### src/rtl/pong_pkg.sv
`default_nettype none
// ============================================================================
// Module : pong_pkg
// Brief  : Shared state, winner and serve-direction codes for the pong match.
// Rev    : 1.0
// ============================================================================
package pong_pkg;

    typedef enum logic [2:0] {
        ST_IDLE     = 3'd0,
        ST_SERVE    = 3'd1,
        ST_PLAY     = 3'd2,
        ST_POINT    = 3'd3,
        ST_GAMEOVER = 3'd4
    } state_t;

    localparam logic [1:0] WIN_NONE = 2'b00;
    localparam logic [1:0] WIN_P1   = 2'b01;
    localparam logic [1:0] WIN_P2   = 2'b10;

    localparam logic SERVE_RIGHT = 1'b1;
    localparam logic SERVE_LEFT  = 1'b0;

    function automatic logic [3:0] sat_inc(input logic [3:0] v);
        return (v == 4'hF) ? v : v + 4'd1;
    endfunction

endpackage
`default_nettype wire

### src/rtl/match_controller_tick_gen.sv
`default_nettype none
// ============================================================================
// Module : tick_gen
// Brief  : Free-running divider producing a one-cycle raw physics tick.
// Rev    : 1.0
// ============================================================================
module tick_gen #(
    parameter int TICK_CYCLES = 131072
) (
    input  logic board_clk,
    input  logic reset,
    output logic raw_tick
);

    localparam int              c_cw   = (TICK_CYCLES > 1) ? $clog2(TICK_CYCLES) : 1;
    localparam logic [c_cw-1:0] c_last = c_cw'(TICK_CYCLES - 1);

    logic [c_cw-1:0] r_count;

    always_ff @(posedge board_clk or posedge reset) begin
        if (reset)
            r_count <= '0;
        else if (r_count == c_last)
            r_count <= '0;
        else
            r_count <= r_count + c_cw'(1);
    end

    assign raw_tick = (r_count == c_last);

endmodule
`default_nettype wire

### src/rtl/match_controller.sv
`default_nettype none
// ============================================================================
// Module : match_controller
// Brief  : Pong match sequencer: serve/play/point/game-over, ticks and scores.
// Rev    : 1.0
// ============================================================================
module match_controller
    import pong_pkg::*;
#(
    parameter int TICK_CYCLES = 131072,
    parameter int SERVE_TICKS = 256,
    parameter int POINT_TICKS = 64,
    parameter int WIN_SCORE   = 9
) (
    input  logic       board_clk,
    input  logic       reset,
    input  logic       start_btn,
    input  logic       pause_sw,
    input  logic       goal_p1,
    input  logic       goal_p2,
    output logic       tick,
    output logic       ball_reset,
    output logic       serve_dir,
    output logic [3:0] p1_score,
    output logic [3:0] p2_score,
    output logic [1:0] winner,
    output logic [2:0] state_o
);

    localparam int               c_dly_max = (SERVE_TICKS > POINT_TICKS) ? SERVE_TICKS : POINT_TICKS;
    localparam int               c_dly_w   = $clog2(c_dly_max + 1);
    localparam logic [c_dly_w-1:0] c_serve = c_dly_w'(SERVE_TICKS);
    localparam logic [c_dly_w-1:0] c_point = c_dly_w'(POINT_TICKS);
    localparam logic [c_dly_w-1:0] c_one   = c_dly_w'(1);
    localparam logic [3:0]       c_win     = 4'(WIN_SCORE);

    logic r_start_meta, r_start_sync, r_start_prev;
    logic r_pause_meta, r_pause_sync;
    logic w_raw_tick, w_start_edge, w_step;

    state_t               r_state, w_state_nxt;
    logic [c_dly_w-1:0]   r_delay, w_delay_nxt;
    logic [3:0]           r_p1, w_p1, r_p2, w_p2;
    logic [1:0]           r_winner, w_winner;
    logic                 r_serve_dir, w_serve_dir;
    logic                 r_ball_reset, w_ball_reset_nxt;

    tick_gen #(.TICK_CYCLES(TICK_CYCLES)) u_tick_gen (
        .board_clk (board_clk),
        .reset     (reset),
        .raw_tick  (w_raw_tick)
    );

    // Start chain resets to "pressed" so a button held through reset release gives no edge.
    always_ff @(posedge board_clk or posedge reset) begin
        if (reset) begin
            r_start_meta <= 1'b1;
            r_start_sync <= 1'b1;
            r_start_prev <= 1'b1;
            r_pause_meta <= 1'b0;
            r_pause_sync <= 1'b0;
        end else begin
            r_start_meta <= start_btn;
            r_start_sync <= r_start_meta;
            r_start_prev <= r_start_sync;
            r_pause_meta <= pause_sw;
            r_pause_sync <= r_pause_meta;
        end
    end

    assign w_start_edge = r_start_sync & ~r_start_prev;
    assign w_step       = w_raw_tick & ~r_pause_sync;

    always_ff @(posedge board_clk or posedge reset) begin
        if (reset) begin
            r_state      <= ST_IDLE;
            r_delay      <= '0;
            r_p1         <= '0;
            r_p2         <= '0;
            r_winner     <= WIN_NONE;
            r_serve_dir  <= SERVE_RIGHT;
            r_ball_reset <= 1'b0;
        end else begin
            r_state      <= w_state_nxt;
            r_delay      <= w_delay_nxt;
            r_p1         <= w_p1;
            r_p2         <= w_p2;
            r_winner     <= w_winner;
            r_serve_dir  <= w_serve_dir;
            r_ball_reset <= w_ball_reset_nxt;
        end
    end

    always_comb begin
        w_state_nxt      = r_state;
        w_delay_nxt      = r_delay;
        w_p1             = r_p1;
        w_p2             = r_p2;
        w_winner         = r_winner;
        w_serve_dir      = r_serve_dir;
        w_ball_reset_nxt = 1'b0;
        case (r_state)
            ST_IDLE: begin
                w_p1     = '0;
                w_p2     = '0;
                w_winner = WIN_NONE;
                if (w_start_edge && !r_pause_sync) begin
                    w_state_nxt      = ST_SERVE;
                    w_delay_nxt      = c_serve;
                    w_serve_dir      = SERVE_RIGHT;
                    w_ball_reset_nxt = 1'b1;
                end
            end
            ST_SERVE: begin
                if (w_step) begin
                    if (r_delay == c_one)
                        w_state_nxt = ST_PLAY;
                    else
                        w_delay_nxt = r_delay - c_one;
                end
            end
            ST_PLAY: begin
                // A simultaneous double goal is treated as a void point.
                if (goal_p1 || goal_p2) begin
                    if (goal_p1 && !goal_p2) begin
                        w_p2        = sat_inc(r_p2);
                        w_serve_dir = SERVE_LEFT;
                    end else if (goal_p2 && !goal_p1) begin
                        w_p1        = sat_inc(r_p1);
                        w_serve_dir = SERVE_RIGHT;
                    end
                    w_state_nxt = ST_POINT;
                    w_delay_nxt = c_point;
                end
            end
            ST_POINT: begin
                if (w_step) begin
                    if (r_delay == c_one) begin
                        if (r_p1 == c_win) begin
                            w_state_nxt = ST_GAMEOVER;
                            w_winner    = WIN_P1;
                        end else if (r_p2 == c_win) begin
                            w_state_nxt = ST_GAMEOVER;
                            w_winner    = WIN_P2;
                        end else begin
                            w_state_nxt      = ST_SERVE;
                            w_delay_nxt      = c_serve;
                            w_ball_reset_nxt = 1'b1;
                        end
                    end else begin
                        w_delay_nxt = r_delay - c_one;
                    end
                end
            end
            ST_GAMEOVER: begin
                if (w_start_edge && !r_pause_sync) begin
                    w_p1             = '0;
                    w_p2             = '0;
                    w_winner         = WIN_NONE;
                    w_serve_dir      = SERVE_RIGHT;
                    w_state_nxt      = ST_SERVE;
                    w_delay_nxt      = c_serve;
                    w_ball_reset_nxt = 1'b1;
                end
            end
            default: w_state_nxt = ST_IDLE;
        endcase
    end

    assign tick       = w_raw_tick & (r_state == ST_PLAY) & ~r_pause_sync;
    assign ball_reset = r_ball_reset;
    assign serve_dir  = r_serve_dir;
    assign p1_score   = r_p1;
    assign p2_score   = r_p2;
    assign winner     = r_winner;
    assign state_o    = r_state;

endmodule
`default_nettype wire

### config.mk
export PLATFORM = sky130hd
export DESIGN_NAME = match_controller
export DESIGN_NICKNAME = d
export VERILOG_FILES = /design/src/rtl/pong_pkg.sv /design/src/rtl/match_controller_tick_gen.sv /design/src/rtl/match_controller.sv
export SDC_FILE = /design/constraint.sdc
export NUM_CORES = 1
export LEC_CHECK = 0
export CAP_MARGIN = 20
export CORE_ASPECT_RATIO = 1.1
export CORE_MARGIN = 4
export CORE_UTILIZATION = 40
export CTS_CLUSTER_SIZE = 24
export DETAILED_ROUTE_END_ITERATION = 12
export PLACE_DENSITY = 0.67
export SLEW_MARGIN = 20
export SYNTH_ARGS = -nofsm -noshare
export SYNTH_HDL_FRONTEND = slang
export SYNTH_HIERARCHICAL = 1
export SYNTH_SLANG_ARGS = --single-unit
### constraint.sdc
create_clock -name board_clk -period 2.7 [get_ports board_clk]
set_input_delay 0.54 -clock board_clk [delete_from_list [all_inputs] [get_ports board_clk]]
set_output_delay 0.54 -clock board_clk [all_outputs]
set_load 0.02 [all_outputs]
==> flow_metrics.tcl <==
set metrics [dict create \
    status "completed" \
    slew_viol_final 0 \
    post-route-drc-count 0 \
    synth-seq-area-share_pct 45.7 \
    syn_area_per_cell_um2 9.65 \
    area_delta_synth_final_pct 20.6 \
    reg2regPathDepth 11 \
    clock-skew-final_ns 0.00745 \
    cap_violations 0 \
    synth_area_leaders "dfrtp_1, ha_1, dfstp_2" \
    grt_first_pass_wirelength_um 9290 \
    period_needed_ns 2.50 \
    drt_iter0_drc 127 \
    fp.coreArea_mm2 0.00616 \
    netlist_instances 262 \
    path_max_fanout 7 \
    period_share_pct 92.8 \
    gp_congestion 0.799 \
    nets 319 \
    antenna_cells 0 \
    clock_sinks 46 \
    peakVddDrop_mv 0.235 \
    worstSetupEndpointType "flop" \
    cts_tree "yes" \
    async_flop_share_pct 100 \
    min_path_type "reg2reg" \
    critPathArrivalTime_ns 2.70 \
    power.density_mw_per_mm2 481 \
    drive_gt1_share_pct 15.9 \
    antenna_found_initial 0 \
    synthMuxAreaShare_pct 1.29 \
    holdPathStages 0 \
    synth-seq-cells 46 \
    relSlewSlack_pct 57.4 \
    htree_levels 2 \
    ant_nets 0 \
    finalNonFillerCells 382 \
    dp_cells 374 \
    wl_per_cell_um 13.7 \
    numPortBuffers 21 \
    worst_slew_pin_slew_ns 0.638 \
    syn_nets 280 \
    place_hpwl_um 3890 \
    fin_tns_setup_ns 0 \
    synth-edff-count 0 \
    yosysMostFrequentCell "dfrtp_1" \
    fmax_mhz 399 \
    final_util_pct 49.5 \
    yosys_warnings 6 \
    drt_wl_total_um 5250 \
    start_util_pct 41.1 \
    yosys.area.top_type "dfrtp_1" \
    synth_common_cells "dfrtp_1, nor2_1, nand2_1, nand3_1" \
    die_area_mm2 0.00766 \
    grt_util_all_layers_pct 14.6 \
    die_height_um 91.4 \
    boundaryPins 22 \
    vias_per_cell 5.26 \
    report.final.setup_viol 0 \
    leakagePower_uw 0.00131 \
    cts_buffer_depth 2 \
    die_x_um 83.8 \
    cts_root_buf "clkbuf_8" \
    hold_violations 0 \
    clk_pin_slew_worst_paths_ns 0.09 \
    synth_top_area_share_pct 41.6 \
    grt_overflow 0 \
    use_met3_pct 3.45 \
    synth_top_family_by_area "simple AND/OR/NAND/NOR gates" \
    synth_fa_ha_area_share_pct 5.94 \
    synthXorXnorAreaFrac_pct 5.20 \
    synthFlopType "dfrtp_1" \
    grtUsageMet2_pct 22.3 \
    synth-compound-area-share_pct 11.7 \
    use_met1_pct 20.6 \
    cts_buffers 5 \
    startpoint_type "flop" \
    grt_max_degree 30 \
    synth_area_mm2 0.00253 \
    crit_type "reg2reg" \
    dr.pass1.iters 4 \
    rsz0062_at_grt "no" \
    fillers 608 \
    placementRows 30 \
    grt_pass1_vias 2011 \
    yosys.area_share.simple_pct 26.4 \
    gr-max-usage-layer "met2" \
    cp.required_ns 2.89 \
    ys_types 52 \
    ff2ff_setup_slack_ns 0.20 \
    clock_latency_ns 0.31 \
    hold_buffers 0 \
    routed-via-count 2008 \
]
==> per-layer routing <==
metal,share of wire [%],wire (µm),vias to the layer above
li1,-,-,1017
met1,50,2650,938
met2,44,2330,49
met3,4.3,226,4
met4,0.86,45,0
met5,0,0,-
==> final timing paths <==
| check | start | to |
|---|---|---|
| worst max-delay path | u_tick_gen/r_count[11] | r_delay[4] |
| max in group asynchronous | reset | u_tick_gen/r_count[7] |
| worst min register to register | r_start_meta | r_start_sync |
| worst min-delay path | r_start_meta | r_start_sync |
| min in group asynchronous | reset | state_o[1] |
| worst max register to register | u_tick_gen/r_count[11] | r_delay[4] |
==> cell type report <==
type / instances / area [µm²] / area share (%)
Tap cell: 80 / 100 / 3.28
Timing Repair Buffer: 39 / 340 / 11.2
Clock inverter: 3 / 25.0 / 0.821
Clock buffer: 5 / 68.8 / 2.26
Sequential cell: 46 / 1160 / 37.9
Multi-Input combinational cell: 195 / 1310 / 42.8
Inverter: 14 / 52.6 / 1.72
==> placed cells by master, fill, tap and decap left out, types with 3 or more instances in the layout <==
master / count
ha_1: 11
nor4_1: 3
nor2_1: 27
nor2b_1: 5
nand3_1: 18
o21ai_0: 13
dfstp_2: 4
nand2_1: 18
clkbuf_8: 5
clkdlybuf4s50_1: 20
a21oi_1: 11
inv_1: 14
and3_1: 4
nor3_1: 9
xnor2_1: 6
or4_1: 3
nand4_1: 6
o22ai_1: 3
buf_4: 18
or3_1: 4
o31ai_1: 5
dfrtp_1: 42
xor2_1: 9
==> flip-flops by register name (all words and copies together) (netlist names) <==
name / flops
r_start_prev: 1
serve_dir: 1
p1_score: 4
r_delay: 9
u_tick_gen/r_count: 17
winner: 2
r_pause_sync: 1
ball_reset: 1
r_start_sync: 1
r_start_meta: 1
r_pause_meta: 1
p2_score: 4
state_o: 3
==> per-stage QoR <==
stage	power [µW]	setup WS [ns]	area [µm²]	hold slack [ns]
after global routing	1560	0.00217	3050	0.365
after global placement	1030	0.0970	2930	0.345
final	1470	0.195	3050	0.361
after floorplan	972	0.262	2530	0.331
after CTS	1480	0.0805	3030	0.362
after detailed placement	1040	0.0843	2930	0.349
==> repair_timing <==
action | CTS | global route
setup buffers | 0 | 0
endpoints found under the setup margin | 1 | 5
resized for setup | 2 | 8
==> worst max-delay path: stages, from the launching register on <==
cell and delay (ns):
dfrtp_1 0.35, and4_4 0.24, nand4_1 0.14, nor4_2 0.29, ha_2 0.24, buf_4 0.11
nor2b_1 0.17, a31oi_1 0.10, a22o_2 0.32, buf_4 0.17, o21ai_0 0.17, o31ai_1 0.09
==> kinds of logic (layout without fill, tap and decap cells) <==
| logic type | Yosys count | count (layout) |
|---|---|---|
| AO/OA/AOI/OAI | 46 | 46 |
| multiplexers | 3 | 3 |
| AND/OR/NAND/NOR | 119 | 119 |
| flip-flops | 46 | 46 |
| buffers and inverters | 21 | 61 |
| adder cells (fa/ha/maj) | 12 | 12 |
| XOR/XNOR | 15 | 15 |
==> report_power, final <==
part,total (µW),leakage (µW),switching (µW),internal (µW)
registers,784,0.000594,50.2,734
logic,245,0.000672,141,104
clock network,437,0.0000447,250,187
total,1470,0.00131,441,1020
No activity file was read; power rests on OpenSTA's default activity.
